**src/rtl/multicycle_pkg.sv**
```systemverilog
// Shared encodings for the multicycle control unit: states, opcodes and datapath select codes.
package multicycle_pkg;

  typedef enum logic [2:0] {
    StIf    = 3'b000,
    StId    = 3'b001,
    StExeLs = 3'b010,
    StMem   = 3'b011,
    StWbLd  = 3'b100,
    StBExe  = 3'b101,
    StAExe  = 3'b110,
    StAWb   = 3'b111
  } state_t;

  localparam logic [5:0] OpAdd  = 6'b000000;
  localparam logic [5:0] OpSub  = 6'b000001;
  localparam logic [5:0] OpAddi = 6'b000010;
  localparam logic [5:0] OpOr   = 6'b010000;
  localparam logic [5:0] OpAnd  = 6'b010001;
  localparam logic [5:0] OpOri  = 6'b010010;
  localparam logic [5:0] OpSll  = 6'b011000;
  localparam logic [5:0] OpSlt  = 6'b100110;
  localparam logic [5:0] OpSw   = 6'b110000;
  localparam logic [5:0] OpLw   = 6'b110001;
  localparam logic [5:0] OpBeq  = 6'b110100;
  localparam logic [5:0] OpJ    = 6'b111000;
  localparam logic [5:0] OpJr   = 6'b111001;
  localparam logic [5:0] OpJal  = 6'b111010;
  localparam logic [5:0] OpHalt = 6'b111111;

  localparam logic [2:0] AluAdd = 3'b000;
  localparam logic [2:0] AluSub = 3'b001;
  localparam logic [2:0] AluSlt = 3'b010;
  localparam logic [2:0] AluOr  = 3'b011;
  localparam logic [2:0] AluAnd = 3'b100;
  localparam logic [2:0] AluSll = 3'b101;

  localparam logic [1:0] ExtZero  = 2'b00;
  localparam logic [1:0] ExtSign  = 2'b01;
  localparam logic [1:0] ExtShamt = 2'b10;

  localparam logic [1:0] RegRt = 2'b00;
  localparam logic [1:0] RegRd = 2'b01;
  localparam logic [1:0] Reg31 = 2'b10;

  localparam logic [1:0] PcNext   = 2'b00;
  localparam logic [1:0] PcBranch = 2'b01;
  localparam logic [1:0] PcJr     = 2'b10;
  localparam logic [1:0] PcJump   = 2'b11;

  function automatic logic is_rtype(input logic [5:0] op);
    return (op == OpAdd) || (op == OpSub) || (op == OpOr) || (op == OpAnd) ||
           (op == OpSlt) || (op == OpSll);
  endfunction

endpackage

```
**src/rtl/cu_output_decode.sv**
```systemverilog
// Combinational control decode: datapath controls and next state from state, opcode and zero.
// jal/jr decode is present only when CTRL_JAL_JR_EN is defined.
module cu_output_decode
  import multicycle_pkg::*;
(
  input  state_t      i_state,
  input  logic [5:0]  i_opcode,
  input  logic        i_zero,
  input  logic        i_halted,
  output state_t      o_next_state,
  output logic        o_set_halt,
  output logic        o_pc_wre,
  output logic        o_ins_mem_rw,
  output logic        o_ir_wre,
  output logic [1:0]  o_ext_sel,
  output logic [1:0]  o_reg_out,
  output logic        o_reg_wre,
  output logic        o_alu_src_b,
  output logic        o_alu_m2reg,
  output logic        o_data_mem_rw,
  output logic        o_wr_reg_data,
  output logic [1:0]  o_pc_src,
  output logic [2:0]  o_alu_op
);

  always_comb begin
    o_next_state  = StIf;
    o_set_halt    = 1'b0;
    o_pc_wre      = 1'b0;
    o_ins_mem_rw  = 1'b0;
    o_ir_wre      = 1'b0;
    o_ext_sel     = ExtZero;
    o_reg_out     = RegRt;
    o_reg_wre     = 1'b0;
    o_alu_src_b   = 1'b0;
    o_alu_m2reg   = 1'b0;
    o_data_mem_rw = 1'b0;
    o_wr_reg_data = 1'b0;
    o_pc_src      = PcNext;
    o_alu_op      = AluAdd;

    unique case (i_state)
      StIf: begin
        if (!i_halted) begin
          o_ins_mem_rw = 1'b1;
          o_ir_wre     = 1'b1;
          o_next_state = StId;
        end
      end
      StId: begin
        case (i_opcode)
          OpAdd, OpSub, OpOr, OpAnd, OpSlt, OpSll, OpAddi, OpOri: o_next_state = StAExe;
          OpBeq:      o_next_state = StBExe;
          OpSw, OpLw: o_next_state = StExeLs;
          OpJ: begin
            o_pc_wre = 1'b1;
            o_pc_src = PcJump;
          end
          OpHalt: o_set_halt = 1'b1;
`ifdef CTRL_JAL_JR_EN
          OpJal: begin
            o_reg_wre = 1'b1;
            o_reg_out = Reg31;
            o_pc_wre  = 1'b1;
            o_pc_src  = PcJump;
          end
          OpJr: begin
            o_pc_wre = 1'b1;
            o_pc_src = PcJr;
          end
`endif
          // Undefined opcodes retire as a NOP.
          default: o_pc_wre = 1'b1;
        endcase
      end
      StAExe: begin
        o_next_state = StAWb;
        case (i_opcode)
          OpSub:  o_alu_op = AluSub;
          OpOr:   o_alu_op = AluOr;
          OpAnd:  o_alu_op = AluAnd;
          OpSlt:  o_alu_op = AluSlt;
          OpSll: begin
            o_alu_op  = AluSll;
            o_ext_sel = ExtShamt;
          end
          OpAddi: begin
            o_alu_src_b = 1'b1;
            o_ext_sel   = ExtSign;
          end
          OpOri: begin
            o_alu_op    = AluOr;
            o_alu_src_b = 1'b1;
          end
          default: o_alu_op = AluAdd;
        endcase
      end
      StAWb: begin
        o_reg_wre     = 1'b1;
        o_wr_reg_data = 1'b1;
        o_reg_out     = is_rtype(i_opcode) ? RegRd : RegRt;
        o_pc_wre      = 1'b1;
      end
      StBExe: begin
        o_alu_op  = AluSub;
        o_ext_sel = ExtSign;
        o_pc_wre  = 1'b1;
        o_pc_src  = i_zero ? PcBranch : PcNext;
      end
      StExeLs: begin
        o_alu_src_b  = 1'b1;
        o_ext_sel    = ExtSign;
        o_next_state = StMem;
      end
      StMem: begin
        if (i_opcode == OpSw) begin
          o_data_mem_rw = 1'b1;
          o_pc_wre      = 1'b1;
        end else if (i_opcode == OpLw) begin
          o_next_state = StWbLd;
        end
      end
      StWbLd: begin
        o_reg_wre     = 1'b1;
        o_alu_m2reg   = 1'b1;
        o_wr_reg_data = 1'b1;
        o_pc_wre      = 1'b1;
      end
    endcase
  end

endmodule

```
**src/rtl/multicycle_control_unit.sv**
```systemverilog
// Multicycle CPU control unit: state and halt registers; decode lives in cu_output_decode.
// Optional jal/jr support is enabled by defining CTRL_JAL_JR_EN.
module multicycle_control_unit
  import multicycle_pkg::*;
(
  input  logic        clk,
  input  logic        rst_n,
  input  logic [5:0]  opcode,
  input  logic        zero,
  output logic        PCWre,
  output logic        InsMemRW,
  output logic        IRWre,
  output logic [1:0]  ExtSel,
  output logic [1:0]  RegOut,
  output logic        RegWre,
  output logic        ALUSrcB,
  output logic        ALUM2Reg,
  output logic        DataMemRW,
  output logic        WrRegData,
  output logic [1:0]  PCSrc,
  output logic [2:0]  ALUOp,
  output logic [2:0]  state,
  output logic        halted
);

  state_t r_state;
  logic   r_halted;
  state_t w_next_state;
  logic   w_set_halt;

  cu_output_decode u_decode (
    .i_state       (r_state),
    .i_opcode      (opcode),
    .i_zero        (zero),
    .i_halted      (r_halted),
    .o_next_state  (w_next_state),
    .o_set_halt    (w_set_halt),
    .o_pc_wre      (PCWre),
    .o_ins_mem_rw  (InsMemRW),
    .o_ir_wre      (IRWre),
    .o_ext_sel     (ExtSel),
    .o_reg_out     (RegOut),
    .o_reg_wre     (RegWre),
    .o_alu_src_b   (ALUSrcB),
    .o_alu_m2reg   (ALUM2Reg),
    .o_data_mem_rw (DataMemRW),
    .o_wr_reg_data (WrRegData),
    .o_pc_src      (PCSrc),
    .o_alu_op      (ALUOp)
  );

  always_ff @(posedge clk or negedge rst_n) begin
    if (!rst_n) begin
      r_state  <= StIf;
      r_halted <= 1'b0;
    end else begin
      r_state <= w_next_state;
      if (w_set_halt) r_halted <= 1'b1;
    end
  end

  assign state  = r_state;
  assign halted = r_halted;

endmodule

```
**config.mk**
```make
export PLATFORM = sky130hd
export DESIGN_NAME = multicycle_control_unit
export DESIGN_NICKNAME = d
export VERILOG_FILES = /design/src/rtl/multicycle_pkg.sv /design/src/rtl/cu_output_decode.sv /design/src/rtl/multicycle_control_unit.sv
export SDC_FILE = /design/constraint.sdc
export NUM_CORES = 1
export LEC_CHECK = 0
export CAP_MARGIN = 20
export CORE_MARGIN = 4
export CORE_UTILIZATION = 36
export DETAILED_ROUTE_END_ITERATION = 8
export PLACE_DENSITY = 0.75
export SETUP_SLACK_MARGIN = 0.05
export SYNTH_ARGS = -nofsm -noshare
export SYNTH_HDL_FRONTEND = slang
export SYNTH_SLANG_ARGS = --single-unit
```
**constraint.sdc**
```tcl
create_clock -name clk -period 1.35 [get_ports clk]
set_input_delay 0.135 -clock clk [delete_from_list [all_inputs] [get_ports clk]]
set_output_delay 0.135 -clock clk [all_outputs]
set_load 0.005 [all_outputs]
```
Word level (Yosys, flattened, before mapping)
Cells that the tools add are included. Widths: inputs -> output; s select.

Flip-flop bits (word level): 4. Word-level logic and storage cells: 62. Output and inout port bits: 21. Input port bits: 9.

Equal/unequal tests: 19. Reduce and logical (&&, ||, !) cells: 15. Mux-type cells: 26.

Operator list (count): $eq 6x6->1 const B (6); $pmux 3 s5 (2); $eq 6x5->1 const B (4); $mux 1 (13); $eq 3x3->1 const B (4); $pmux 2 s2 (3); $reduce_or 12->1 (1); $reduce_or 2->1 (5); $pmux 3 s3 (1); $reduce_or 8->1 (1); $eq 3x2->1 const B (2); $eq 6x1->1 const B (1); $eq 6x2->1 const B (1); $logic_not 6->1 (1); $mux 3 (2); $pmux 3 s2 (1); $logic_or 1x1->1 (5); $mux 2 (2); $eq 3x1->1 const B (1); $logic_not 3->1 (1); $pmux 1 s3 (1); $reduce_or 3->1 (1); $pmux 1 s2 (1).

Longest topological paths before layout
Depth in word-level cells: 8. Mapped depth: 5.

Cells and area by module
A second synthesis with hierarchy kept.

Cell total of the unflattened synthesis: 83. Area, all modules: 585.6 um^2.

By module, submodules not included: cu_output_decode (area each 479.2 um^2, instances 1, seq. area each 0.0 um^2, cells each 78); multicycle_control_unit (area each 106.4 um^2, instances 1, seq. area each 100.1 um^2, cells each 5).

Worst setup path before layout
Ideal clock, no wire load.

Path type: reg2out. From: register r_state[1] (netlist: state[1]). To: output PCWre. Required time: 1.215 ns. Slack: -0.039 ns. Data arrival time: 1.254 ns. Stages on the path, launching flop included: 6. Cell sequence: dfrtp_1 buf_6 nor3b_4 o41a_2 nand2_1 o32ai_1.

Word-level cells in the longest chain between the ends: 3. Elaborated cells between the ends (all ways): 7. Those cells by class: eq/ne: 5; mux: 1; reduce/logical: 1.

RTL lines: start, declared (line multicycle_control_unit.sv:26) `state_t r_state;`; start signal, assigned (line multicycle_control_unit.sv:54) `r_state <= StIf;`; start signal, assigned (line multicycle_control_unit.sv:57) `r_state <= w_next_state;`; $eq 3x3->1 (line cu_output_decode.sv:42) `unique case (i_state)`; $reduce_or 3->1 (no source line); $pmux 1 s3 (*) (line cu_output_decode.sv:42); end, declared (line multicycle_control_unit.sv:10) `output logic PCWre,`.

Every way passes the cells marked *; elsewhere a longest branch is shown, timed or not.

Worst setup path in the final report
From: register r_state[2] (netlist: state[2]). To: output PCWre.

Same word-level chain as after synthesis.

==> impl_metrics.yaml <==
setup_path:
  end_kind: "output port"
  required_ps: 1220
  r2r-end: "state[2]$_DFF_PN0_"
  cp.arrival_ps: 1650
  critPathLaunch: "state[2]$_DFF_PN0_"
  path_class: "flop to output port"
  r2r-start: "state[2]$_DFF_PN0_"
  critPathLaunchType: "flop"
  rrSetupSlack_ps: -230
  r2r.worst_path.cells: 7
  cp_max_fo: 2
yosys:
  synthesis.area_um2: 636
  synthArstFlopShare: 1.00
  synth_cell_type_count: 35
  synthAdderAreaFrac: 0
  synthFlopType: "dfrtp_1"
  syn-mean-instance-area_um2: 7.14
  synth_top_family_by_area: "simple AND/OR/NAND/NOR gates"
  synth_edf_count: 0
  synth_xor_area_frac: 0
  synth_compound_area_frac: 0.254
  synth-seq-area-share: 0.157
  synth_fp_nets: 98
  ys.warnings.count: 0
  synth-seq-cells: 4
  synthMuxAreaShare: 0
  synth-simple-area-share: 0.443
  netlist_instances: 89
clock_network:
  cts_max_level: 1
  cts-root-buf: "clkbuf_4"
  clkTransAtPathRegs_ps: 40
  numCtsBuffers: 3
  cts_buffer_depth: 2
  cts_tree: "done"
  clk_latency_ps: 260
  cts.sinks: 4
hold_path:
  holdCritPathClass: "primary input to async pin"
grt:
  grt_start_max_net_pins: 15
  grt_pass1_vias: 1044
  track_usage: 0.285
  grt_first_pass_wirelength_mm: 5.32
  antenna_found_initial: 0
  grt-ovfl-total: 0
timing:
  finalSetupTns_ps: -4550
  finClkSkew_ps: 7.57
  fin_hold_ws_ps: 87.3
  fmax_mhz: 561
  slew_violations: 0
  hold_viol: 0
  setup_ws_ps: -432
  rsz0062_at_grt: "yes"
  period_needed_ps: 1780
  finalSetupViolations: 19
  fin_crit_sh: 1.32
power:
  p_leak_nw: 0.632
  power.total_w: 0.00180
  power_density_nw_per_um2: 1300
  seqPwrFrac: 0.110
  comb_power_share: 0.797
  power_switching_share: 0.408
  intPower_w: 0.00106
  power.clock.fraction: 0.093
  ir_drop_v: 0.00113
  p_sw_w: 0.000732
floorplan:
  io_pins: 30
  die_w_um: 50.0
  dieArea_um2: 2500
  die_h_um: 50.0
  core_um2: 1590
  start_util: 0.399
  placementRows: 14
detailed_routing:
  via_count: 1089
  drc: 0
  post_drt_wl_per_cell_um: 20.9
  drt_iter0_markers: 45
  first_pass_iters: 4
  antenna_left: 0
  wirelength_mm: 3.70
  routed_via_density: 6.15
outcome:
  violations: "negative setup slack"
  run_status: "finished, violations left"
placed_design:
  hpwl_mm: 1.82
  place.gp.congestion: 0.862
  place.port_buffers: 28
  pre_cts_ws_ps: -836
final_layout:
  final_common_cell: "buf_4"
  layout.nets: 164
  num_antenna_cells: 0
  n_fill_cell: 80
  final_cell_mix: "buf_4, buf_2, buf_6"
  drive_above_1_share: 0.680
  areaGrowthSynthToFinish_pct: 117
flow_run:
  cap_violations: 0
==> final cells by class <==
class,count,area (um2),share of cell area
Inverter,2,10.0,0.00725
Sequential cell,4,100,0.0725
Tap cell,24,30.0,0.0218
Multi-Input combinational cell,71,637,0.461
Clock buffer,3,22.5,0.0163
Timing Repair Buffer,73,581,0.421
==> timing repair <==
action,in CTS,in global routing
buffers inserted,15,2
setup endpoints to repair,23,22
pin swaps,15,7
hold buffers,0,0
cloned,0,0
resized for setup,123,17
==> flip-flops by register name (all words and copies together) (netlist names) <==
name    count
state       3
halted      1
==> per-layer routing <==
layer / track usage / vias to the layer above / wire length [um]
li1: - / 455 / -
met1: 0.319 / 504 / 1350
met2: 0.491 / 107 / 1790
met3: 0.0512 / 23 / 405
met4: 0.171 / 0 / 153
met5: 0 / - / 0
==> cell usage after synthesis (2+ instances only) <==
master	number	share of area
a21oi_1	6	0.047
nand2_1	11	0.065
nand3_1	4	0.031
buf_2	5	0.039
o21a_1	2	0.024
buf_4	4	0.047
a2111oi_2	2	0.047
inv_1	2	0.012
nand4_1	3	0.030
a21boi_0	2	0.024
or3_1	2	0.020
nor4_1	3	0.030
buf_6	2	0.035
and3_1	3	0.030
dfrtp_1	4	0.16
nand2b_1	5	0.049
nor3_1	2	0.016
nor2_1	9	0.053
nor4_2	2	0.039
==> kinds of logic (layout without fill, tap and decap cells) <==
| family | count (synthesis) | in the layout |
|---|---|---|
| compound gates | 21 | 21 |
| buf+inv | 14 | 78 |
| flops | 4 | 4 |
| other cells | 1 | 1 |
| simple gates | 49 | 49 |
==> worst max-delay path by stage <==
| stage | endpoint | slack (ps) | cells past startpoint |
|---|---|---|---|
| final | PCWre | -430 | 6 |
| after global routing | PCWre | -480 | 6 |
| after CTS | PCWre | -410 | 6 |
| after detailed placement | PCWre | -840 | 7 |
| after global placement | RegOut[0] | -830 | 6 |
| after floorplan | PCSrc[0] | 6 | 5 |
==> per-stage QoR <==
stage	cells	cell area, um2	utilization
after global placement	159	1100	0.693
after global routing	177	1380	0.866
after floorplan	89	651	-
final	177	1380	0.866
after CTS	175	1310	0.819
after detailed placement	159	1100	0.693
==> power groups by stage <==
stage	registers (W)	logic [W]	clock network (W)
global route	0.000205	0.00150	0.000177
global placement	0.000195	0.000926	0
detailed placement	0.000200	0.000950	0
CTS	0.000193	0.00121	0.000157
floorplan	0.000204	0.000468	0
finish	0.000197	0.00143	0.000167
==> critical path, cell delays in order, from the launching register on <==
cell and delay, ps:
dfrtp_1 400, nor3b_4 230, buf_6 130, o41a_4 130, nand2_2 50, o32ai_2 280
buf_2 160
(Power assumes the default switching activity.)
==> variant 1, RTL diff (config.mk and constraints unchanged) <==
Add a define of `CTRL_JAL_JR_EN`.
--- a/src/rtl/cu_output_decode.sv
+++ b/src/rtl/cu_output_decode.sv
@@ -1,4 +1,6 @@
 // Combinational control decode: datapath controls and next state from state, opcode and zero.
 // jal/jr decode is present only when CTRL_JAL_JR_EN is defined.
+`define CTRL_JAL_JR_EN
+
 module cu_output_decode
   import multicycle_pkg::*;
Function: changed (Yosys sat finds a counterexample within 4 cycles, from zero or initial values and one cycle with rst_n low).
==> variant 1 against the unedited design <==
The flow still finishes with violations (setup timing). Non-clock buffer count up 19. Area after synthesis up 9.3%. Die area up 7.7%. Sequential cell count unchanged. Worst setup slack better by 0.077 ns. Final area up 14%. Wire length up 18%. Total power up 18%. Largest cell class is now non-clock buffers. Synthesized cell count unchanged. Clock skew up 0.0012 ns. Critical path type unchanged.
==> variant 1: results (changes against the unedited design) <==
status: "finished with violations"
violations: "setup timing"
largest_reg_flops: 3  # unchanged
cp_data_arrival_time_ns: 1.57  # -0.08 ns
insertion_delay_ns: 0.23  # -0.03 ns
syn_area_per_cell_um2: 7.80  # +9.3%
grt_pass1_vias: 1069  # +2.4%
place.gp.congestion: 0.864  # +0.20%
htree_levels: 1  # unchanged
grt_pass1_wl_um: 5310  # -0.11%
async_flop_share_pct: 100  # unchanged
skew_ns: 0.00876  # +0.00119 ns
setup_viol: 20  # +1
wire_per_inst_um: 21.9  # +4.9%
yosysSeqAreaShare_pct: 14.4  # -1.3 points
antenna_cells: 0  # unchanged
worst_slack_ns: -0.356  # +0.0767 ns
cts_buffers: 3  # unchanged
vias: 1241  # +14%
dp.cells: 168  # +5.7%
drive_above_1_share_pct: 71.8  # +3.9 points
ir_drop_uv: 1680  # +49%
antenna_found_initial: 0  # unchanged
num-nets-final: 185  # +13%
grt_start_max_net_pins: 9  # -6
track_usage_pct: 26.4  # -2.1 points
hold_class: "input port to async pin"
synth_ff_type: "dfrtp_1"
use_met3_pct: 7.45  # +2.3 points
hpwl_um: 2010  # +10%
tns_ns: -4.08  # +0.468 ns
path_clk_slew_ns: 0.04  # about the same
synth_nets: 98  # unchanged
worst_pin_slew_ns: 0.429
clk_path_buf_depth: 2  # unchanged
finalWirelength_um: 4360  # +18%
gr-usage-met2_pct: 41.4  # -7.7 points
ys_types: 43  # +23%
ys_warn_count: 0  # unchanged
root_buffer: "clkbuf_4"
netlist_top_cells_count: "nor2_1, a21oi_1"
power.switching_uw: 871  # +19%
drt_iter0_drc: 86  # +91%
power.leakage_nw: 0.767  # +21%
grtUsageMet1_pct: 33.3  # +1.4 points
netlist_top_cells_area: "dfrtp_1, nor2_1, buf_6"
cp_max_fo: 4  # +2
portBuffers: 29  # +3.6%
nFillCells: 70  # -13%
dr.pass1.iters: 5  # +1
==> variant 1: cell types whose count changed in the layout (fill, tap and decap cells not counted), sizes merged, moves of 3 or more <==
cell,change
buf,+23
nor2b,+3
o21ai,+4
nor4,-3
nand2,-7
clkdlybuf4s15,-5
==> variant 1: worst max-delay path, cell delays in order, from the launching register on <==
cell and delay, ns:
dfrtp_2 0.45, buf_6 0.15, nor4b_4 0.29, nand4_1 0.15, nor2_1 0.17, buf_2 0.13
==> variant 1: cell families after synthesis <==
logic type	after synthesis	synth area share [%]
AO/OA/AOI/OAI	22	25.4
AND/OR/NAND/NOR	49	46.5
flip-flops	4	14.4
buffers and inverters	13	12.4
XOR/XNOR	1	1.26
==> variant 1: final cells by class <==
cell class,count,area [µm²],share of cell area [%]
clock buffers,3,22.5,1.43
inverters,3,11.3,0.717
multi-input cells,72,663,42.2
flip-flops and latches,4,103,6.53
well taps,25,31.3,1.99
repair buffers,92,739,47.1
==> variant 1: per-stage QoR <==
step	util (%)	setup WS [ns]	hold slack (ns)	cell area [µm²]
4_1_cts	79.1	-0.333	0.106	1410
6_report	88.1	-0.356	0.0984	1570
5_1_grt	88.1	-0.422	0.100	1570
3_5_place_dp	68.2	-0.821	0.348	1220
3_3_place_gp	68.2	-0.750	0.341	1220
2_1_floorplan	-	-0.0278	-0.161	694
==> variant 1: final timing paths <==
| path | startpoint | endpoint | slack (ns) | cells after the start |
|---|---|---|---|---|
| worst max-delay path | state[2]$_DFF_PN0_ | DataMemRW | -0.36 | 5 |
| worst min-delay path | rst_n | state[0]$_DFF_PN0_ | 0.1 | 1 |
| worst max register to register | state[1]$_DFF_PN0_ | state[2]$_DFF_PN0_ | -0.13 | 7 |
| worst min register to register | halted$_DFFE_PN0P_ | halted$_DFFE_PN0P_ | 0.59 | 2 |
| max in group asynchronous | rst_n | state[2]$_DFF_PN0_ | 1.06 | 1 |
| min in group clk | opcode[2] | state[0]$_DFF_PN0_ | 0.32 | 3 |
==> variant 1: routing by layer <==
layer / vias to the layer above / wire [µm]
met4: 0 / 273
met2: 150 / 1950
met5: - / 0
li1: 501 / -
met1: 550 / 1550
met3: 40 / 583
==> variant 1: power groups by stage <==
stage / Sequential (mW) / Clock, mW / Combinational [mW]
2_1_floorplan: 0.215 / 0 / 0.495
3_3_place_gp: 0.220 / 0 / 1.07
3_5_place_dp: 0.223 / 0 / 1.10
4_1_cts: 0.232 / 0.144 / 1.31
5_1_grt: 0.243 / 0.169 / 1.81
6_report: 0.239 / 0.146 / 1.74
==> variant 1: what timing repair did <==
action                     4_1_cts  5_1_grt
pin swaps                       18       13
setup endpoints to repair       24       21
buffers inserted                19       13
gates resized for setup        111       34
gates cloned                     0        0
==> variant 2, RTL diff (config.mk and constraints unchanged) <==
Without the edit above. Register the output `PCSrc`; this adds one clock of latency there. The other outputs are not delayed to match.
--- a/src/rtl/multicycle_control_unit.sv
+++ b/src/rtl/multicycle_control_unit.sv
@@ -24,4 +24,6 @@
 );
 
+  logic [1:0] PCSrc_d;
+
   state_t r_state;
   logic   r_halted;
@@ -46,5 +48,5 @@
     .o_data_mem_rw (DataMemRW),
     .o_wr_reg_data (WrRegData),
-    .o_pc_src      (PCSrc),
+    .o_pc_src      (PCSrc_d),
     .o_alu_op      (ALUOp)
   );
@@ -63,4 +65,8 @@
   assign halted = r_halted;
 
+  always_ff @(posedge clk) begin
+    PCSrc <= PCSrc_d;
+  end
+
 endmodule
 
Function: changed (Yosys sat finds a counterexample within 4 cycles, from zero or initial values and one cycle with rst_n low).
==> variant 2 against the unedited design <==
The run still ends with setup timing left. First-iteration DRC count decreased by 56%. Worst setup slack improved by 0.082 ns. Wire length decreased by 19%. Final area increased by 4.0%. Final cell count increased by 6.2%. Synthesized cell count increased by 2.2%. Register-to-register slack improved by 0.08 ns. Total power decreased by 1.1%. Sequential power increased by 39%. Sequential cell count increased by 2. Largest power group unchanged. Area after synthesis increased by 6.3%. Count of clock-buffer cells in the layout increased by 1.
==> variant 2: results (changes against the unedited design) <==
drive_above_1_share_pct: 63.8  # -4.2 points
path_clk_slew_ns: 0.05
crit_type: "register to output pin"
num-nets-final: 173  # +5.5%
synth_nets: 100  # +2.0%
insertion_delay_ns: 0.27
netlist_top_cells_count: "nand2_1, nor2_1, a21oi_1"
root_buffer: "clkbuf_4"
hold_class: "input port to async pin"
worst_slack_ns: -0.351  # +0.0819 ns
antenna_found_initial: 0  # unchanged
htree_levels: 1  # unchanged
synth_top_area_share_pct: 14.8  # -0.93 points
reg2reg_from: "state[0]$_DFF_PN0_"
ir_drop_uv: 806  # -28%
regToRegSetupSlack_ns: -0.15  # +0.08 ns
worstReg2RegEnd: "state[2]$_DFF_PN0_"
async_flop_share_pct: 66.7  # -33 points
portBuffers: 28  # unchanged
power.leakage_nw: 0.695  # +10%
cts_buffers: 3  # unchanged
setup_viol: 18  # -1
pre_cts_ws_ns: -0.810  # +0.0266 ns
nFillCells: 107  # +34%
vias: 1010  # -7.3%
clk_path_buf_depth: 2  # unchanged
grt_start_max_net_pins: 15  # unchanged
track_usage_pct: 23.9  # -4.6 points
cp_data_arrival_time_ns: 1.57  # -0.08 ns
yosysSeqAreaShare_pct: 20.7  # +5.0 points
dr.pass1.iters: 4  # unchanged
ys_types: 36  # +2.9%
finalWirelength_um: 3010  # -19%
place.gp.congestion: 0.817  # -5.2%
reg2regPathDepth: 7  # unchanged
netlist_top_cells_area: "dfrtp_1, nand2_1, dfxtp_1"
hpwl_um: 1890  # +4.0%
cp_max_fo: 2  # unchanged
ys_warn_count: 0  # unchanged
antenna_cells: 0  # unchanged
skew_ns: 0.00644  # -0.00114 ns
largest_reg_flops: 3  # unchanged
grt_pass1_wl_um: 4640  # -13%
grt_pass1_vias: 981  # -6.0%
status: "finished with violations"
violations: "setup timing"
drt_iter0_drc: 20  # -56%
## variant 2: changes by cell type in the layout (fill, tap and decap cells not counted), moves of 2 or more
cell and delta:
buf_4 +10, buf_2 -2, clkdlybuf4s15_2 -5, dfxtp_1 +2, dlymetal6s2s_1 +2, nor2_2 +2
nor4_2 -2, nor2_4 -2, clkdlybuf4s50_1 +2
## variant 2: logic make-up after synthesis
kind of cell,synth area share (%)
other,0.555
buffers and inverters,13.1
AOI/OAI and AO/OA,23.9
and+or+nand+nor,41.7
DFF,20.7
## variant 2: worst max path at each step
stage	to	slack (ns)	depth (start not counted)
after floorplan	PCWre	0.009	5
after global placement	PCWre	-0.80	7
after detailed placement	PCWre	-0.81	6
after CTS	PCWre	-0.34	5
after global routing	PCWre	-0.47	6
final	PCWre	-0.35	6
## variant 2: worst max-delay path: stages, from the launching register on
cell and delay, ns:
dfrtp_1 0.35, buf_4 0.12, nor3b_4 0.21, o41a_2 0.18, nand2_2 0.05, o32ai_2 0.24, buf_2 0.15
## variant 2: area by class of cell
type / count / area, µm² / share of cell area (%)
multi-input combinational: 71 / 604 / 42.1
timing repair buffer: 80 / 624 / 43.5
clock buffer: 4 / 26.3 / 1.83
tap: 25 / 31.3 / 2.18
sequential: 6 / 141 / 9.85
inverter: 2 / 7.51 / 0.523
## variant 2: power by group
part           internal, mW  switching (mW)  leakage [nW]
Clock                 0.113          0.0830        0.0150
Sequential            0.226          0.0463        0.0666
Combinational         0.734           0.573         0.614
Total                  1.07           0.702         0.695
## variant 2: stage by stage
step	area, µm²	util (%)	hold slack (ns)	std cells	setup TNS [ns]
floorplan	691	-	-0.161	91	0
global placement	1200	68.7	0.344	169	-8.96
detailed placement	1200	68.7	0.348	169	-9.41
CTS	1350	77.5	0.0852	185	-2.30
global route	1440	82.2	0.0813	188	-4.40
finish	1440	82.2	0.0778	188	-3.11
## variant 2: layer usage
metal / routed length, µm / vias to the layer above / global-route usage, %
met5: 0 / - / 0
met4: 111 / 0 / 12.7
met3: 198 / 10 / 5.54
met2: 1590 / 46 / 43.1
met1: 1110 / 480 / 25.6
li1: - / 474 / -
## variant 2: what timing repair did
| item | CTS | global route |
|---|---|---|
| endpoints found under the setup margin | 22 | 21 |
| setup buffers | 12 | 4 |
| pin swaps | 11 | 8 |
| gates resized for setup | 98 | 25 |
